[config.mk]
export PLATFORM = sky130hd
export DESIGN_NAME = mac_coprocessor
export DESIGN_NICKNAME = d
export VERILOG_FILES = /design/src/rtl/mac_coprocessor.sv
export SDC_FILE = /design/constraint.sdc
export NUM_CORES = 2
export LEC_CHECK = 0
export BUFFER_PORTS_ARGS = -buffer_cell sky130_fd_sc_hd__clkbuf_2
export CAP_MARGIN = 15
export CORE_ASPECT_RATIO = 1.75
export CORE_MARGIN = 2
export CORE_UTILIZATION = 30
export DETAILED_ROUTE_END_ITERATION = 8
export HOLD_SLACK_MARGIN = 0.12
export PLACE_DENSITY_LB_ADDON = 0.1
export SLEW_MARGIN = 15
export SYNTH_ARGS = -nofsm -noshare
export SYNTH_HDL_FRONTEND = slang
export SYNTH_SLANG_ARGS = --single-unit
[constraint.sdc]
create_clock -name clk -period 15.38 [get_ports clk]
set_input_delay 1.538 -clock clk [delete_from_list [all_inputs] [get_ports clk]]
set_output_delay 1.538 -clock clk [all_outputs]
set_load 0.05 [all_outputs]
[src/rtl/mac_coprocessor.sv]
// Multi-cycle multiply-accumulate coprocessor sitting beside the execute stage.
// Holds a 64-bit accumulator; MACW/RDHI write a 32-bit result back through a one-cycle strobe.
module mac_coprocessor #(
  parameter int unsigned MUL_CYCLES = 3
) (
  input  logic        clk,
  input  logic        rst,
  input  logic        in_valid_e,
  input  logic [1:0]  op_e,
  input  logic [31:0] rs1_val_e,
  input  logic [31:0] rs2_val_e,
  input  logic [4:0]  rd_e,
  input  logic        flush_e,
  output logic        in_ready_e,
  output logic        stall_o,
  output logic        busy_o,
  output logic        result_valid_w,
  output logic [31:0] result_w,
  output logic [4:0]  rd_w
);

  typedef enum logic [1:0] {IDLE, COMPUTE, DONE} state_t;

  localparam logic [1:0] OP_MAC  = 2'b00;
  localparam logic [1:0] OP_MACW = 2'b01;
  localparam logic [1:0] OP_RDHI = 2'b10;
  localparam logic [1:0] OP_CLR  = 2'b11;

  state_t             state;
  logic [3:0]         cnt;
  logic [1:0]         op_q;
  logic [31:0]        a_q;
  logic [31:0]        b_q;
  logic [4:0]         rd_q;
  logic [63:0]        acc;
  logic signed [63:0] product;
  logic [63:0]        acc_next;
  logic               accept;
  logic               last_cycle;

  assign in_ready_e = (state == IDLE);
  assign busy_o     = (state != IDLE);
  assign stall_o    = in_valid_e & ~in_ready_e & ~flush_e;
  assign accept     = in_valid_e & in_ready_e & ~flush_e;
  assign last_cycle = (cnt == 4'(MUL_CYCLES - 1));

  // Product is formed from captured operands and treated as a MUL_CYCLES multicycle path.
  assign product  = 64'($signed(a_q)) * 64'($signed(b_q));
  assign acc_next = acc + product;

  always_ff @(posedge clk or posedge rst) begin
    if (rst) begin
      state          <= IDLE;
      cnt            <= '0;
      op_q           <= OP_MAC;
      a_q            <= '0;
      b_q            <= '0;
      rd_q           <= '0;
      acc            <= '0;
      result_valid_w <= 1'b0;
      result_w       <= '0;
      rd_w           <= '0;
    end else begin
      result_valid_w <= 1'b0;
      result_w       <= '0;
      rd_w           <= '0;
      case (state)
        IDLE: begin
          if (accept) begin
            op_q <= op_e;
            a_q  <= rs1_val_e;
            b_q  <= rs2_val_e;
            rd_q <= rd_e;
            cnt  <= '0;
            if (op_e == OP_CLR) begin
              acc <= '0;
            end else if (op_e == OP_RDHI) begin
              state <= DONE;
              if (rd_e != '0) begin
                result_valid_w <= 1'b1;
                result_w       <= acc[63:32];
                rd_w           <= rd_e;
              end
            end else begin
              state <= COMPUTE;
            end
          end
        end
        COMPUTE: begin
          // Flush wins over completion: an aborted op never touches acc.
          if (flush_e) begin
            state <= IDLE;
          end else if (last_cycle) begin
            acc   <= acc_next;
            state <= DONE;
            if (op_q == OP_MACW && rd_q != '0) begin
              result_valid_w <= 1'b1;
              result_w       <= acc_next[31:0];
              rd_w           <= rd_q;
            end
          end else begin
            cnt <= cnt + 4'd1;
          end
        end
        DONE: begin
          state <= IDLE;
        end
        default: begin
          state <= IDLE;
        end
      endcase
    end
  end

endmodule

==> reports/metrics.sh <==
DETAILROUTE.VIA_COUNT=31819
AVGROUTEDWIREPERCELL_UM=23.13
DRT.ANTENNA.VIOLATING_NETS=0
WORSTSETUPENDPOINTTYPE='flop'
SYNTH_SEQUENTIAL_AREA_RATIO_PCT=9.497
YOSYS.AREA.TOP_TYPE='fa_1'
GLOBAL_ROUTE_WIRE_LENGTH_BEFORE_REPAIR_MM=240.9
SYN_INST=4871
DRC=0
HOLD_PATH_STARTPOINT='acc[7]'
GRT_ANTENNA_BEFORE_REPAIR=7
GRT_MAX_DEGREE=104
DIE_W_UM=303.7
CTS.HTREE.LEVELS=4
POSTSYNTH.ASYNCRESETSHARE_PCT=100.0
REPORT.FINAL.SLEW_VIOL_COUNT=0
WHS_PS=487.5
INITIAL_UTILIZATION_PCT=30.21
MIN_PATH_CELLS=2
MAX_FREQ_GHz=0.1095
PERIOD_MINUS_SLACK_PS=9128
CTS_HOLD_REPAIR.BUFFERS=0
POST_CTS_RESIZE_COUNT=0
POST_CTS_BUFFERS=0
SETUP_VIOL_COUNT_FINAL=0
DRT_PRE_ANTENNA_ITERS=5
MAX-SLEW-MARGIN-REL_PCT=27.20
HOLD_PATH_CLASS='flop to flop'
CRITPATHMAXFANOUT=33
CORE_AREA_MM2=0.1562
CLOCK_INPUT_TRANSITION_AT_THE_SEQUENTIAL_CELLS_OF_THE_WORST_SETUP_AND_HOLD_PATHS_PS=90
FINAL_MIN_PERIOD_OVER_CLOCK_PERIOD_PCT=59.35
CLOCK_SINK_COUNT=179
YS.FLOP_TYPE='dfrtp_1'
R2R_ENDPOINT='acc[56]'
SYNTH_MOST_COMMON_CELL='inv_1'
NUMPORTBUFFERS=115
CRITPATHLAUNCHTYPE='flop'
DPL_WORST_SLACK_PS=6433
ROUTABILITYCONGESTION=0.8329
DRV.MAX_CAP_VIOLATION_COUNT=0
UNIQUE_CELL_TYPE_COUNT_IN_THE_YOSYS_NETLIST=71
DETAILEDPLACEMENTHPWL_MM=132.7
POST-SYNTH-TOP-AREA-FRACTION_PCT=51.36
FIN_CELLS=6882
AVGVIACOUNTPERCELL=4.624
DRT_WL_TOTAL_MM=159.2
PLACE_INST=6847
GRT-OVFL-TOTAL=0
IO_PINS=116
INITIALDRTVIOLATIONCOUNT=1189
SYNTH.AREA.TOP_CELLS='fa_1 (51%), inv_1 (10%), dfrtp_1 (9.5%)'
SYNTHESIS.YOSYS.WARNINGS=0
TRITONCTS='done'
GRT_PASS1_VIAS=37272
FP.DIEH_UM=528.5
CORE.ROWCOUNT=192
SYNTH.TOP_CELLS.BY_COUNT='inv_1 (1305), fa_1 (1210), nand2_1 (564)'
CRIT_ARRIVAL_PS=9590
FINAL_NETS=6342
CTS_INSERTED_BUFFERS=25
WORSTHOLDENDPOINT='acc[7]'
STATUS='finished clean'
SHARE_OF_LAYOUT_CELLS_ABOVE_DRIVE_STRENGTH_1_PCT=6.649
REG2REG_SLACK_PS=6250
FINAL.FILL_COUNT=16410
SYNTH-SEQ-CELLS=179
CELL_AT_THE_ROOT_OF_THE_CLOCK_TREE='clkbuf_16'
HOLD_VIOLATIONS=0
SETUP.WORST_PATH.CLASS='flop to flop'
RSZ0062_AT_GRT='false'
NUMBER_OF_ENABLE_TYPE_REGISTER_CELLS_IN_THE_SYNTHESIZED_NETLIST=0
MAPPEDNETLISTNETS=6376
CLK_LATENCY_PS=570
FINCLKSKEW_PS=41.65
FINAL.SETUP.WORST_SLACK_PS=6252
LOGIC_DEPTH_OF_THE_WORST_REGISTER_TO_REGISTER_PATH=23
DIE_AR_MM2=0.1605
WORST-ENDPOINT-REQUIRED_PS=15840
SYNTH.CELL_AREA_MM2=0.04717
TIMING.SETUP.TNS_PS=0
WORSTMARGINPINSLEW_PS=1092
GRTUSAGETOTAL_PCT=20.66
CRIT-REG2REG-LAUNCH='b_q[5]'
POSTSYNTHAREAPERCELL_UM2=9.683
AREA_DELTA_SYNTH_FINAL_PCT=7.128
CLOCKBUFFERDEPTH=3
kinds of logic (layout without fill, tap and decap cells):
group                    count (synthesis)  after routing  synth area share [%]
XOR/XNOR                                67             67                 1.244
multiplexers                            75             75                 1.777
adder cells (fa/ha/maj)               1430           1430                 57.19
AO/OA/AOI/OAI                          306            306                 4.343
AND/OR/NAND/NOR                       1273           1273                 13.53
flip-flops                             179            179                 9.497
other                                    0              2                     0
buffers and inverters                 1541           1513                 12.42
metal layers:
metal  global-route usage (%)  wire length [µm]  vias up
li1                         -                 -    13889
met4                    7.177              5985        0
met5                        0                 0        -
met2                    44.87             99350      420
met1                    19.88             51650    17313
met3                    1.037              2176      197
flip-flops by register name, indices dropped and copies added (netlist names), 4 cells and up:
signal,count
a_q,32
rd_w,5
rd_q,5
result_w,32
acc,64
b_q,32
cnt,4
worst max-delay path by stage:
| stage | from | to | slack (ps) |
|---|---|---|---|
| floorplan | b_q[1] | acc[59] | 7070 |
| global placement | b_q[5] | acc[56] | 6420 |
| detailed placement | b_q[5] | acc[58] | 6430 |
| CTS | b_q[5] | acc[56] | 6400 |
| global route | b_q[5] | acc[56] | 5640 |
| finish | b_q[5] | acc[56] | 6250 |
stage by stage:
step | utilization [%] | instance area, µm²
3_5_place_dp | 31.92 | 49840
2_1_floorplan | - | 47170
4_1_cts | 32.36 | 50520
5_1_grt | 32.36 | 50520
3_3_place_gp | 31.92 | 49840
6_report | 32.36 | 50530
critical path, cell delays in order (launching register included):
cell	delay, ps
dfrtp_2	930
nand2_1	270
inv_1	160
fa_1	400
inv_1	240
fa_1	470
inv_1	230
fa_1	260
clkinv_1	820
fa_1	900
inv_1	60
fa_1	480
fa_1	510
fa_1	490
inv_1	50
fa_1	470
inv_1	40
ha_1	360
a2111oi_0	390
a21oi_1	190
a32oi_1	530
a31oi_2	170
or3_1	330
a32o_1	240
cell type report:
cell class                      instances  area [µm²]  area share (%)
Antenna cell                            2       5.005        0.009905
Clock buffer                           26       639.4           1.265
Clock inverter                          7       40.04         0.07924
Inverter                             1306        4910           9.717
Multi-Input combinational cell       3151       36850           72.93
Sequential cell                       179        4503           8.912
Tap cell                             2037        2549           5.044
Timing Repair Buffer                  174        1031           2.040
placed cells by master, fill, tap and decap left out, types with 4 or more instances in the layout:
cell / synthesis / routed
nor3_1: 11 / 10
dfrtp_1: 179 / 160
nand2_1: 564 / 564
a21oi_1: 65 / 65
xnor2_1: 43 / 43
clkbuf_2: 0 / 115
or3_1: 8 / 7
nand3_1: 11 / 11
inv_1: 1305 / 1302
xor2_1: 24 / 24
a21o_1: 25 / 25
o21a_1: 11 / 11
clkbuf_16: 0 / 25
o21ai_0: 80 / 80
a211oi_1: 7 / 7
nor2_1: 73 / 73
ha_1: 220 / 220
nor2b_1: 5 / 5
nand4_1: 15 / 15
fa_1: 1210 / 1210
and3_1: 8 / 8
a31oi_1: 5 / 5
buf_4: 0 / 58
and2_1: 543 / 541
mux2_2: 70 / 70
clkinv_2: 0 / 5
nand2b_1: 14 / 14
a32o_1: 4 / 4
a22o_1: 52 / 52
dfrtp_2: 0 / 19
o21ai_1: 7 / 7
o211ai_1: 7 / 7
o21bai_1: 5 / 5
mux2i_1: 5 / 5
o31ai_1: 5 / 5
Power is not shown: default switching activity piles up to over one toggle a cycle in this logic, so the estimate is an artifact.
